**src/rtl/ex_mem_estagio.sv**
```systemverilog
// ex_mem_estagio: EX/MEM pipeline stage behind the ALU.
// Holds up to two ALU results with their memory and write-back controls in a
// FIFO skid buffer, using valid/ready handshakes on both sides.
// A conditional branch is resolved from the captured zero flag. It produces a
// one-cycle taken pulse together with the target address.
// Optional build macro: EX_MEM_FWD_EN adds the fwd_valido, fwd_reg and
// fwd_dado outputs. They expose the head entry to the ALU operand forwarding mux.
module ex_mem_estagio #(
  parameter int LARGURA  = 32,
  parameter int REG_BITS = 5
) (
  input  logic                clock,
  input  logic                reset_n,
  input  logic                entrada_valido,
  output logic                entrada_pronto,
  input  logic [LARGURA-1:0]  alu_resultado,
  input  logic                zero,
  input  logic [LARGURA-1:0]  dado_escrita,
  input  logic [REG_BITS-1:0] reg_destino,
  input  logic [4:0]          ctrl_in,
  input  logic [LARGURA-1:0]  pc_alvo,
  input  logic                flush,
  output logic                saida_valido,
  input  logic                saida_pronto,
  output logic [LARGURA-1:0]  saida_resultado,
  output logic [LARGURA-1:0]  saida_dado,
  output logic [REG_BITS-1:0] saida_reg,
  output logic [4:0]          saida_ctrl,
  output logic                desvio_tomado,
  output logic [LARGURA-1:0]  pc_desvio
`ifdef EX_MEM_FWD_EN
  ,
  output logic                fwd_valido,
  output logic [REG_BITS-1:0] fwd_reg,
  output logic [LARGURA-1:0]  fwd_dado
`endif
);

  // Control bit positions inside {branch, mem_read, mem_write, reg_write, mem_to_reg}
  localparam int CTRL_BRANCH    = 4;
  localparam int CTRL_MEM_READ  = 3;
  localparam int CTRL_REG_WRITE = 1;

  logic [LARGURA-1:0]  mem_resultado [2];
  logic [LARGURA-1:0]  mem_dado      [2];
  logic [REG_BITS-1:0] mem_reg       [2];
  logic [4:0]          mem_ctrl      [2];

  logic [1:0] contador;
  logic       wr_ptr;
  logic       rd_ptr;
  logic       push;
  logic       pop;

  // Both handshake outputs depend only on the occupancy register, so no input
  // has a combinational path through to them.
  assign entrada_pronto = (contador != 2'd2);
  assign saida_valido   = (contador != 2'd0);

  assign push = entrada_valido & entrada_pronto & ~flush;
  assign pop  = saida_valido & saida_pronto & ~flush;

  // The head entry drives the payload outputs. When the buffer is empty they
  // show whatever the storage last held.
  assign saida_resultado = mem_resultado[rd_ptr];
  assign saida_dado      = mem_dado[rd_ptr];
  assign saida_reg       = mem_reg[rd_ptr];
  assign saida_ctrl      = mem_ctrl[rd_ptr];

  // Occupancy, pointers and the branch pulse. Flush overrides both push and pop.
  always_ff @(posedge clock or negedge reset_n) begin
    if (!reset_n) begin
      contador      <= 2'd0;
      wr_ptr        <= 1'b0;
      rd_ptr        <= 1'b0;
      desvio_tomado <= 1'b0;
      pc_desvio     <= '0;
    end else if (flush) begin
      contador      <= 2'd0;
      wr_ptr        <= 1'b0;
      rd_ptr        <= 1'b0;
      desvio_tomado <= 1'b0;
    end else begin
      // NOTE: sequential state uses non-blocking assignments, so every
      // right-hand side here sees the values from before the clock edge.
      if (push) wr_ptr <= ~wr_ptr;
      if (pop)  rd_ptr <= ~rd_ptr;
      case ({push, pop})
        2'b10:   contador <= contador + 2'd1;
        2'b01:   contador <= contador - 2'd1;
        default: contador <= contador;
      endcase
      desvio_tomado <= push & ctrl_in[CTRL_BRANCH] & zero;
      if (push && ctrl_in[CTRL_BRANCH] && zero) pc_desvio <= pc_alvo;
    end
  end

  // Entry storage: an accepted entry is written at the tail slot.
  always_ff @(posedge clock or negedge reset_n) begin
    if (!reset_n) begin
      // NOTE: the storage is reset on purpose. The payload outputs must read
      // zero after reset, and they are taken straight from these slots.
      for (int i = 0; i < 2; i++) begin
        mem_resultado[i] <= '0;
        mem_dado[i]      <= '0;
        mem_reg[i]       <= '0;
        mem_ctrl[i]      <= '0;
      end
    end else if (push) begin
      mem_resultado[wr_ptr] <= alu_resultado;
      mem_dado[wr_ptr]      <= dado_escrita;
      mem_reg[wr_ptr]       <= reg_destino;
      mem_ctrl[wr_ptr]      <= ctrl_in;
    end
  end

`ifdef EX_MEM_FWD_EN
  // Forwarding view of the head entry. Loads are excluded because their data
  // is not yet known, and writes to register 0 are excluded because r0 is
  // never written.
  assign fwd_valido = saida_valido & saida_ctrl[CTRL_REG_WRITE] &
                      ~saida_ctrl[CTRL_MEM_READ] & (saida_reg != '0);
  assign fwd_reg    = saida_reg;
  assign fwd_dado   = saida_resultado;
`endif

endmodule

```
**config.mk**
```make
export PLATFORM = sky130hd
export DESIGN_NAME = ex_mem_estagio
export DESIGN_NICKNAME = d
export VERILOG_FILES = /design/src/rtl/ex_mem_estagio.sv
export SDC_FILE = /design/constraint.sdc
export NUM_CORES = 1
export LEC_CHECK = 0
export ABC_AREA = 1
export ABC_CLOCK_PERIOD_IN_PS = 3100
export CORE_MARGIN = 5
export CORE_UTILIZATION = 50
export DETAILED_ROUTE_END_ITERATION = 8
export PLACE_DENSITY_LB_ADDON = 0.12
export SETUP_SLACK_MARGIN = 0.1
export SLEW_MARGIN = 10
export SYNTH_ARGS = -nofsm -noshare
export SYNTH_HDL_FRONTEND = slang
export SYNTH_SLANG_ARGS = --single-unit
```
**constraint.sdc**
```tcl
create_clock -name clock -period 3.1 [get_ports clock]
set_input_delay 0.62 -clock clock [delete_from_list [all_inputs] [get_ports clock]]
set_output_delay 0.62 -clock clock [all_outputs]
set_load 0.05 [all_outputs]
```
==> Word level (Yosys, flattened, before mapping) <==
Cells that the tools add are included.
{ "word_totals": {"wordCells": 67, "reg_bits": 185} }
{ "op_classes": {"bitwise_logic": 11, "n_eq_ne": 3, "reduce_logical": 8, "n_mux": 27, "n_addsub": 2, "n_lt_le_gt_ge": 3} }
{ "ops": {"columns": ["op", "count"], "rows": [
  ["$mux 32", 7],
  ["$bwmux 64", 2],
  ["$mux 5", 7],
  ["$demux 32 s1", 1],
  ["$bwmux 10", 2],
  ["$and 1x1->1", 6],
  ["$reduce_bool 2->1", 3],
  ["$demux 5 s1", 1],
  ["$mux 1", 5],
  ["$ge 2x2->1 const B", 2],
  ["$not 1->2", 2],
  ["$pmux 2 s2", 1],
  ["$logic_and 1x1->1", 3],
  ["$not 1->1", 3],
  ["$reduce_bool 3->1", 1],
  ["$add 2x1->2 const B", 1],
  ["$eq 2x1->1 const B", 1],
  ["$eq 2x2->1 const B", 1],
  ["$lt 2x1->1 const B", 1],
  ["$mux 2", 1],
  ["$ne 2x2->1 const B", 1],
  ["$reduce_and 2->1", 1],
  ["$sub 2x1->2 const B", 1]
]} }

==> Logic depth before layout (Yosys ltp) <==
Gate-level depths: netlist (run 1).
{ "depth": {"word_depth": 6, "depth_mapped": 9} }

==> Worst setup path after synthesis (run 1) <==
OpenSTA, ideal clock, no wires.
{ "synth_path": {"kind": "register to output", "from": "register rd_ptr", "to": "output port saida_dado[10]", "stages_incl_launch_ff": 6, "arrival_ns": 1.419, "setup_slack_ns": 1.061, "path_cell_list": "dfrtp_1 -> inv_1 -> clkbuf_1 -> buf_1 -> nand2_1 -> nand2_1"} }
{ "synth_between": {"elab_chain_cells": 4} }
{ "synth_lines": {"columns": ["element", "line_no", "text"], "rows": [
  ["start: declaration", "51", "logic rd_ptr;"],
  ["start signal: assignment", "87", "if (pop) rd_ptr <= ~rd_ptr;"],
  ["$not 1->2 (not written as such)", "66", "assign saida_dado = mem_dado[rd_ptr];"],
  ["$mux 32 (not written as such) (3 in a row)", "66", null],
  ["end: declaration", "26", "output logic [LARGURA-1:0] saida_dado,"]
]} }
Every way passes these cells. The select of a mux whose other input is x is not followed.

==> Worst setup path after layout (run 1) <==
{ "layout_path": {"from": "register rd_ptr", "to": "output port saida_resultado[17]"} }
{ "layout_between": {"elab_chain_cells": 4} }
{ "layout_lines": {"columns": ["element", "line_no", "text"], "rows": [
  ["$not 1->2 (not written as such)", "65", "assign saida_resultado = mem_resultado[rd_ptr];"],
  ["$mux 32 (not written as such) (3 in a row)", "65", null],
  ["end: declaration", "25", "output logic [LARGURA-1:0] saida_resultado,"]
]} }
Every way passes these cells. The select of a mux whose other input is x is not followed.

==> key figures, run 1 <==
Outcome
  • Status: finished clean

Synth
  • Post-Synthesis Cells: 962
  • Most used DFF post-synth: dfrtp_1
  • Post-synth top area share: 57.41%
  • Syn_area_per_cell: 8.383 sq um
  • Post-synth EDFFs: 0
  • Post-Syn Area: 8064 sq um
  • Asr flop ratio synth: 100.0%
  • Synth area leader: dfrtp_1
  • Net Count, Synth: 1074
  • Register area share after synthesis: 57.41%
  • Yosys cell types: 20
  • Synth area leaders: dfrtp_1 57%, nand2_1 22%, o21ai_2 4.9%
  • Yosys reg bits: 185
  • Synth Warn #: 0

Critical path
  • R2R Path Start: contador[0]$_DFFE_PN0P_
  • WP data required: 2.48 ns
  • Crit path cell chain: inv_2 -> buf_4 -> nand2_1 -> nand2_1 -> buf_4
  • Critical Path Fanout Max: 53
  • Crit path DAT: 1.89 ns
  • Flop2flop setup slack: 1.54 ns
  • Max incr delay on CP: 0.53 ns
  • Crit end category: output port
  • Setup CP Type: flop to output port
  • Slowest cell on the critical path: buf_4
  • Worst-case reg-to-reg path depth: 8
  • CP startpoint kind: flop
  • Reg2reg end: mem_resultado[9]$_DFFE_PN0P_

GRT
  • Global-route usage over all layers: 22.17%
  • Largest net degree at the start of global routing: 76
  • First-pass GRT wire length: 32690 microns
  • Global route total overflow: 0
  • Vias in the first global route: 6595
  • Initial antenna violation count: 0

Detailed routing
  • DR iter-0 viols: 353
  • ANT nets after route: 0
  • DRC Markers: 0
  • Wirelength per Cell: 14.38 microns
  • Pre-antenna DRT Iters: 5
  • Via count: 6677
  • Vias/cell: 4.800
  • WL final: 20000 microns

Finish
  • Final instance count without filler cells: 1391
  • Area Overhead vs Synth: 43.46%
  • Share of layout cells above drive strength 1: 14.89%
  • Final nets: 1274
  • Most common cell after layout, fill and taps aside: nand2_1
  • Ant. Diodes: 0
  • Most frequent cells in the layout: 473 x nand2_1, 184 x dfrtp_1, 145 x clkdlybuf4s50_1, 80 x inv_1, 71 x o21ai_0
  • Biggest regs: mem_dado x64, mem_resultado x64, pc_desvio x32

Timing
  • Final Skew: 0.01035 ns
  • Slew margin rel.: 52.85%
  • Max Clock Freq: 0.3978 GHz
  • Final setup viols: 0
  • RSZ-0062 raised after global routing: false
  • Pins Over Slew Limit: 0
  • Fin crit share: 81.09%
  • Final hold vios: 0
  • Worst-Margin Slew: 0.7072 ns
  • Tmin final: 2.514 ns
  • Setup TNS: 0 ns

Clock tree
  • Clock root buffer master: clkbuf_16
  • CTS tree: yes
  • # Post-CTS Setup Buffers: 0
  • Reg clk slew, reported paths: 0.07 ns
  • Hold_buf cts: 0
  • Post-CTS Resized: 0
  • CTS Buf Count: 17
  • Clock sink count: 185
  • Clock tree buffer depth: 2
  • CTS H-tree lvls: 4
  • Clk_lat worst skew: 0.43 ns

Floorplan
  • Die Width: 137.0 microns
  • Core Footprint: 15830 sq um
  • Die Ht: 137.0 microns
  • Initial Util: 50.95%
  • Top Ports: 221
  • Die footprint: 18770 sq um
  • Row count: 46

Power and ir drop
  • Max rail drop VDD: 0.6876 mV
  • Leak Pwr: 5.943 nW
  • P per Cell Area: 1230 nW/um^2

Placed design
  • RD Place Congestion: 0.7617
  • Port Buf Inserts: 220
  • HPWL Detailed: 13430 microns
  • Placed insts: 1359

Run
  • Max cap viols: 0

Worst hold path
  • Worst min-delay path category: input pin to asynchronous set/reset pin
==> critical path: cells and delay by family, from the launching register on <==
kind                   cells  cell delay, ns
buffers and inverters      3            0.79
AND/OR/NAND/NOR            2            0.24
flip-flops                 1            0.43
==> power by group <==
part | internal (mW) | switching [mW]
registers | 3.51 | 0.590
clock network | 1.38 | 0.942
logic | 3.09 | 4.71
total | 7.98 | 6.25
==> through the flow <==
stage	worst slack, ns	util, %	total power, mW	hold WS (ns)	instance area, sq um
floorplan	1.061	-	8.552	0.3244	8064
global placement	0.9142	69.08	11.84	0.4605	10930
detailed placement	0.8711	69.08	11.97	0.4639	10930
CTS	0.5514	73.09	14.36	0.2307	11570
global route	0.4495	73.09	15.01	0.2646	11570
finish	0.5862	73.09	14.23	0.2049	11570
==> how the worst max path moves through the flow <==
stage	from	to
CTS	rd_ptr$_DFFE_PN0P_	saida_ctrl[4]
detailed placement	flush	mem_resultado[23]$_DFFE_PN0P_
floorplan	rd_ptr$_DFFE_PN0P_	saida_dado[10]
global route	rd_ptr$_DFFE_PN0P_	saida_dado[26]
finish	rd_ptr$_DFFE_PN0P_	saida_resultado[17]
global placement	flush	mem_dado[14]$_DFFE_PN0P_
==> cell type report <==
cell class                 instances  area [sq um]
tap                              216         270.3
clock buffer                      19         442.9
inverter                          83         311.5
sequential                       185          4631
clock inverter                    13         191.4
fill                            1181          4259
timing repair buffer             236          2914
multi-input combinational        639          2808
==> cells by family (layout without fill, tap and decap cells) <==
kind of cell / after synthesis / after routing / share of synthesized area (%)
AOI/OAI and AO/OA: 151 / 151 / 11.50
and+or+nand+nor: 486 / 486 / 22.98
buffers and inverters: 138 / 351 / 7.897
DFF: 185 / 185 / 57.41
xor gates and xnor gates: 2 / 2 / 0.2173
==> cells in the mapped netlist, types with 2 or more instances <==
cell,number
buf_2,11
dfrtp_1,185
clkbuf_1,29
nand2_1,474
nor2_1,5
o21ai_1,33
o21ai_2,45
o21ai_0,71
inv_2,2
buf_6,14
inv_1,81
nand3_1,4
==> metal layers <==
metal	GRT usage (%)	share of wire [%]	vias up	wire length [microns]
met5	0	0	-	0
met2	35.01	48	194	9577
li1	-	-	3349	-
met1	28.53	42	3110	8435
met4	6.929	1.5	0	296
met3	8.235	8.5	24	1692
(Power assumes the default switching activity.)
==> run 2, diff against run 1 <==
--- a/config.mk
+++ b/config.mk
@@ -6,9 +6,9 @@
 export NUM_CORES = 1
 export LEC_CHECK = 0
 export ABC_AREA = 1
-export ABC_CLOCK_PERIOD_IN_PS = 3100
+export ABC_CLOCK_PERIOD_IN_PS = 2400
 export CORE_MARGIN = 5
-export CORE_UTILIZATION = 50
+export CORE_UTILIZATION = 48
 export DETAILED_ROUTE_END_ITERATION = 8
 export PLACE_DENSITY_LB_ADDON = 0.12
 export SETUP_SLACK_MARGIN = 0.1
==> constraint.sdc (replaced) <==
create_clock -name clock -period 2.4 [get_ports clock]
set_input_delay 0.48 -clock clock [delete_from_list [all_inputs] [get_ports clock]]
set_output_delay 0.48 -clock clock [all_outputs]
set_load 0.05 [all_outputs]
==> run 2 against run 1 <==
Worst setup slack worse by 0.32 ns. Largest cell class unchanged. Global-route usage is 1.5 points lower. Critical endpoint unchanged. Hold slack worse by 0.20 ns. Power up 33%. Die area increased by 3.9%. Core utilization shrank 1.0 points. Combinational power grew 37%.
==> key figures, run 2 (synthesis gave the netlist of run 1 again) <==
Outcome
  • Status: finished clean

Timing
  • Worst-Margin Slew: 0.5595 ns
  • Tmin final: 2.139 ns
  • Final hold vios: 0
  • Final Skew: 0.01017 ns
  • Max Clock Freq: 0.4676 GHz
  • Setup TNS: 0 ns
  • Fin crit share: 89.11%
  • RSZ-0062 raised after global routing: false
  • Slew margin rel.: 62.70%
  • Final setup viols: 0
  • Pins Over Slew Limit: 0

Power and ir drop
  • Leak Pwr: 6.083 nW
  • Max rail drop VDD: 0.8925 mV
  • P per Cell Area: 1583 nW/um^2

Critical path
  • CP startpoint kind: flop
  • Worst-case reg-to-reg path depth: 7
  • Crit end category: output port
  • WP data required: 1.92 ns
  • Setup CP Type: flop to output port
  • Crit path DAT: 1.66 ns
  • Critical Path Fanout Max: 18

GRT
  • Global routing's busiest layer: met2
  • GR Util met2: 33.49%
  • GR Util met3: 8.851%
  • First-pass GRT wire length: 32780 microns
  • Global-route usage over all layers: 20.71%
  • Met1 Track Usage GR: 26.02%
  • Largest net degree at the start of global routing: 75
  • Vias in the first global route: 6562
  • Global route total overflow: 0
  • Initial antenna violation count: 0

Placed design
  • RD Place Congestion: 0.7614
  • Port Buf Inserts: 220
  • Placed Instance Area: 11310 sq um
  • HPWL Detailed: 13800 microns

Detailed routing
  • DRC Markers: 0
  • DR iter-0 viols: 276
  • Vias/cell: 4.762
  • Via count: 6672
  • Wirelength per Cell: 14.15 microns
  • WL final: 19830 microns
  • ANT nets after route: 0
  • Pre-antenna DRT Iters: 7

Run
  • Max cap viols: 0

Finish
  • Area Overhead vs Synth: 47.71%
  • Share of layout cells above drive strength 1: 15.33%
  • Biggest regs: mem_dado x64, mem_resultado x64, pc_desvio x32
  • Fin area: 11910 sq um
  • Ant. Diodes: 0
  • Most common cell after layout, fill and taps aside: nand2_1
  • Number of fill cells in the layout: 1257
  • Final nets: 1280
  • Most frequent cells in the layout: 473 x nand2_1, 184 x dfrtp_1, 143 x clkdlybuf4s50_1, 88 x buf_12, 80 x inv_1

Clock tree
  • CTS tree: yes
  • Clk_lat worst skew: 0.43 ns
  • CTS Buf Count: 17
  • Hold_buf cts: 0
  • Post-CTS Resized: 3
  • Clock sink count: 185
  • # Post-CTS Setup Buffers: 0
  • Clock root buffer master: clkbuf_16
  • CTS H-tree lvls: 4
  • Clock tree buffer depth: 2
  • Reg clk slew, reported paths: 0.07 ns

Floorplan
  • Die Ht: 139.6 microns
  • Die footprint: 19490 sq um
  • Initial Util: 48.80%
  • Core Footprint: 16520 sq um
  • Row count: 47
  • Top Ports: 221
  • Die Width: 139.6 microns

Worst hold path
  • Worst min-delay path category: input pin to asynchronous set/reset pin
-- run 2: cell count changes in the layout (fill, tap and decap cells not counted), sizes merged --
cell,previous run,this run
inv,86,83
dlygate4sd2,0,2
buf,91,97
bufinv,4,2
clkbuf,19,22
clkinvlp,3,1
clkdlybuf4s50,145,143
clkinv,3,7
-- run 2: layout make-up --
cell class	count	area, sq um	area share, %
Clock inverter	10	117.6	0.9874
Multi-Input combinational cell	639	2808	23.57
Clock buffer	22	484.2	4.065
Timing Repair Buffer	242	3282	27.55
Sequential cell	185	4631	38.88
Inverter	83	314.1	2.637
Tap cell	220	275.3	2.311
-- run 2: per-layer routing --
metal	share of wire, %	routed length, microns
met1	42	8261
met2	48	9519
met3	9.3	1849
met4	1.0	198
met5	0	0
-- run 2: stage by stage --
step / instances / power (mW) / setup WS, ns / util, % / hold slack (ns)
after floorplan: 962 / 11.05 / 0.5010 / - / 0.1844
after global placement: 1369 / 15.99 / 0.3718 / 68.44 / 0.4626
after detailed placement: 1369 / 16.16 / 0.3277 / 68.44 / 0.4644
after CTS: 1401 / 19.03 / 0.2194 / 72.08 / 0.03079
after global routing: 1401 / 19.86 / 0.1644 / 72.08 / 0.03887
final: 1401 / 18.86 / 0.2613 / 72.08 / 0.007452
-- run 2: path summary, 6_finish.rpt --
kind                                     startpoint                         to  slack, ns
max                              rd_ptr$_DFFE_PN0P_        saida_resultado[17]       0.26
min                                         reset_n  pc_desvio[20]$_DFFE_PN0P_      0.007
max reg2reg                 contador[0]$_DFFE_PN0P_   mem_dado[45]$_DFFE_PN0P_       0.87
min reg2reg                pc_desvio[8]$_DFFE_PN0P_   pc_desvio[8]$_DFFE_PN0P_       0.48
max in group asynchronous                   reset_n   mem_dado[34]$_DFFE_PN0P_       1.67
min in group clock         pc_desvio[8]$_DFFE_PN0P_   pc_desvio[8]$_DFFE_PN0P_       0.48
-- run 2: power breakdown --
part | internal (mW) | switching, mW
registers | 4.54 | 0.763
clock network | 1.65 | 1.17
logic | 4.55 | 6.18
total | 10.7 | 8.12
-- run 2: worst max-delay path: stages, from the launching register on --
cell     delay [ns]
dfrtp_2        0.44
inv_4          0.24
buf_12         0.19
nand2_1        0.07
nand2_1        0.13
buf_12         0.15
==> run 3, diff against run 2 <==
--- a/config.mk
+++ b/config.mk
@@ -12,7 +12,7 @@
 export DETAILED_ROUTE_END_ITERATION = 8
 export PLACE_DENSITY_LB_ADDON = 0.12
 export SETUP_SLACK_MARGIN = 0.1
-export SLEW_MARGIN = 10
+export SLEW_MARGIN = 20
 export SYNTH_ARGS = -nofsm -noshare
 export SYNTH_HDL_FRONTEND = slang
 export SYNTH_SLANG_ARGS = --single-unit
==> results of run 3 <==
The final DEF is identical to that of run 2; final timing and power are the same.
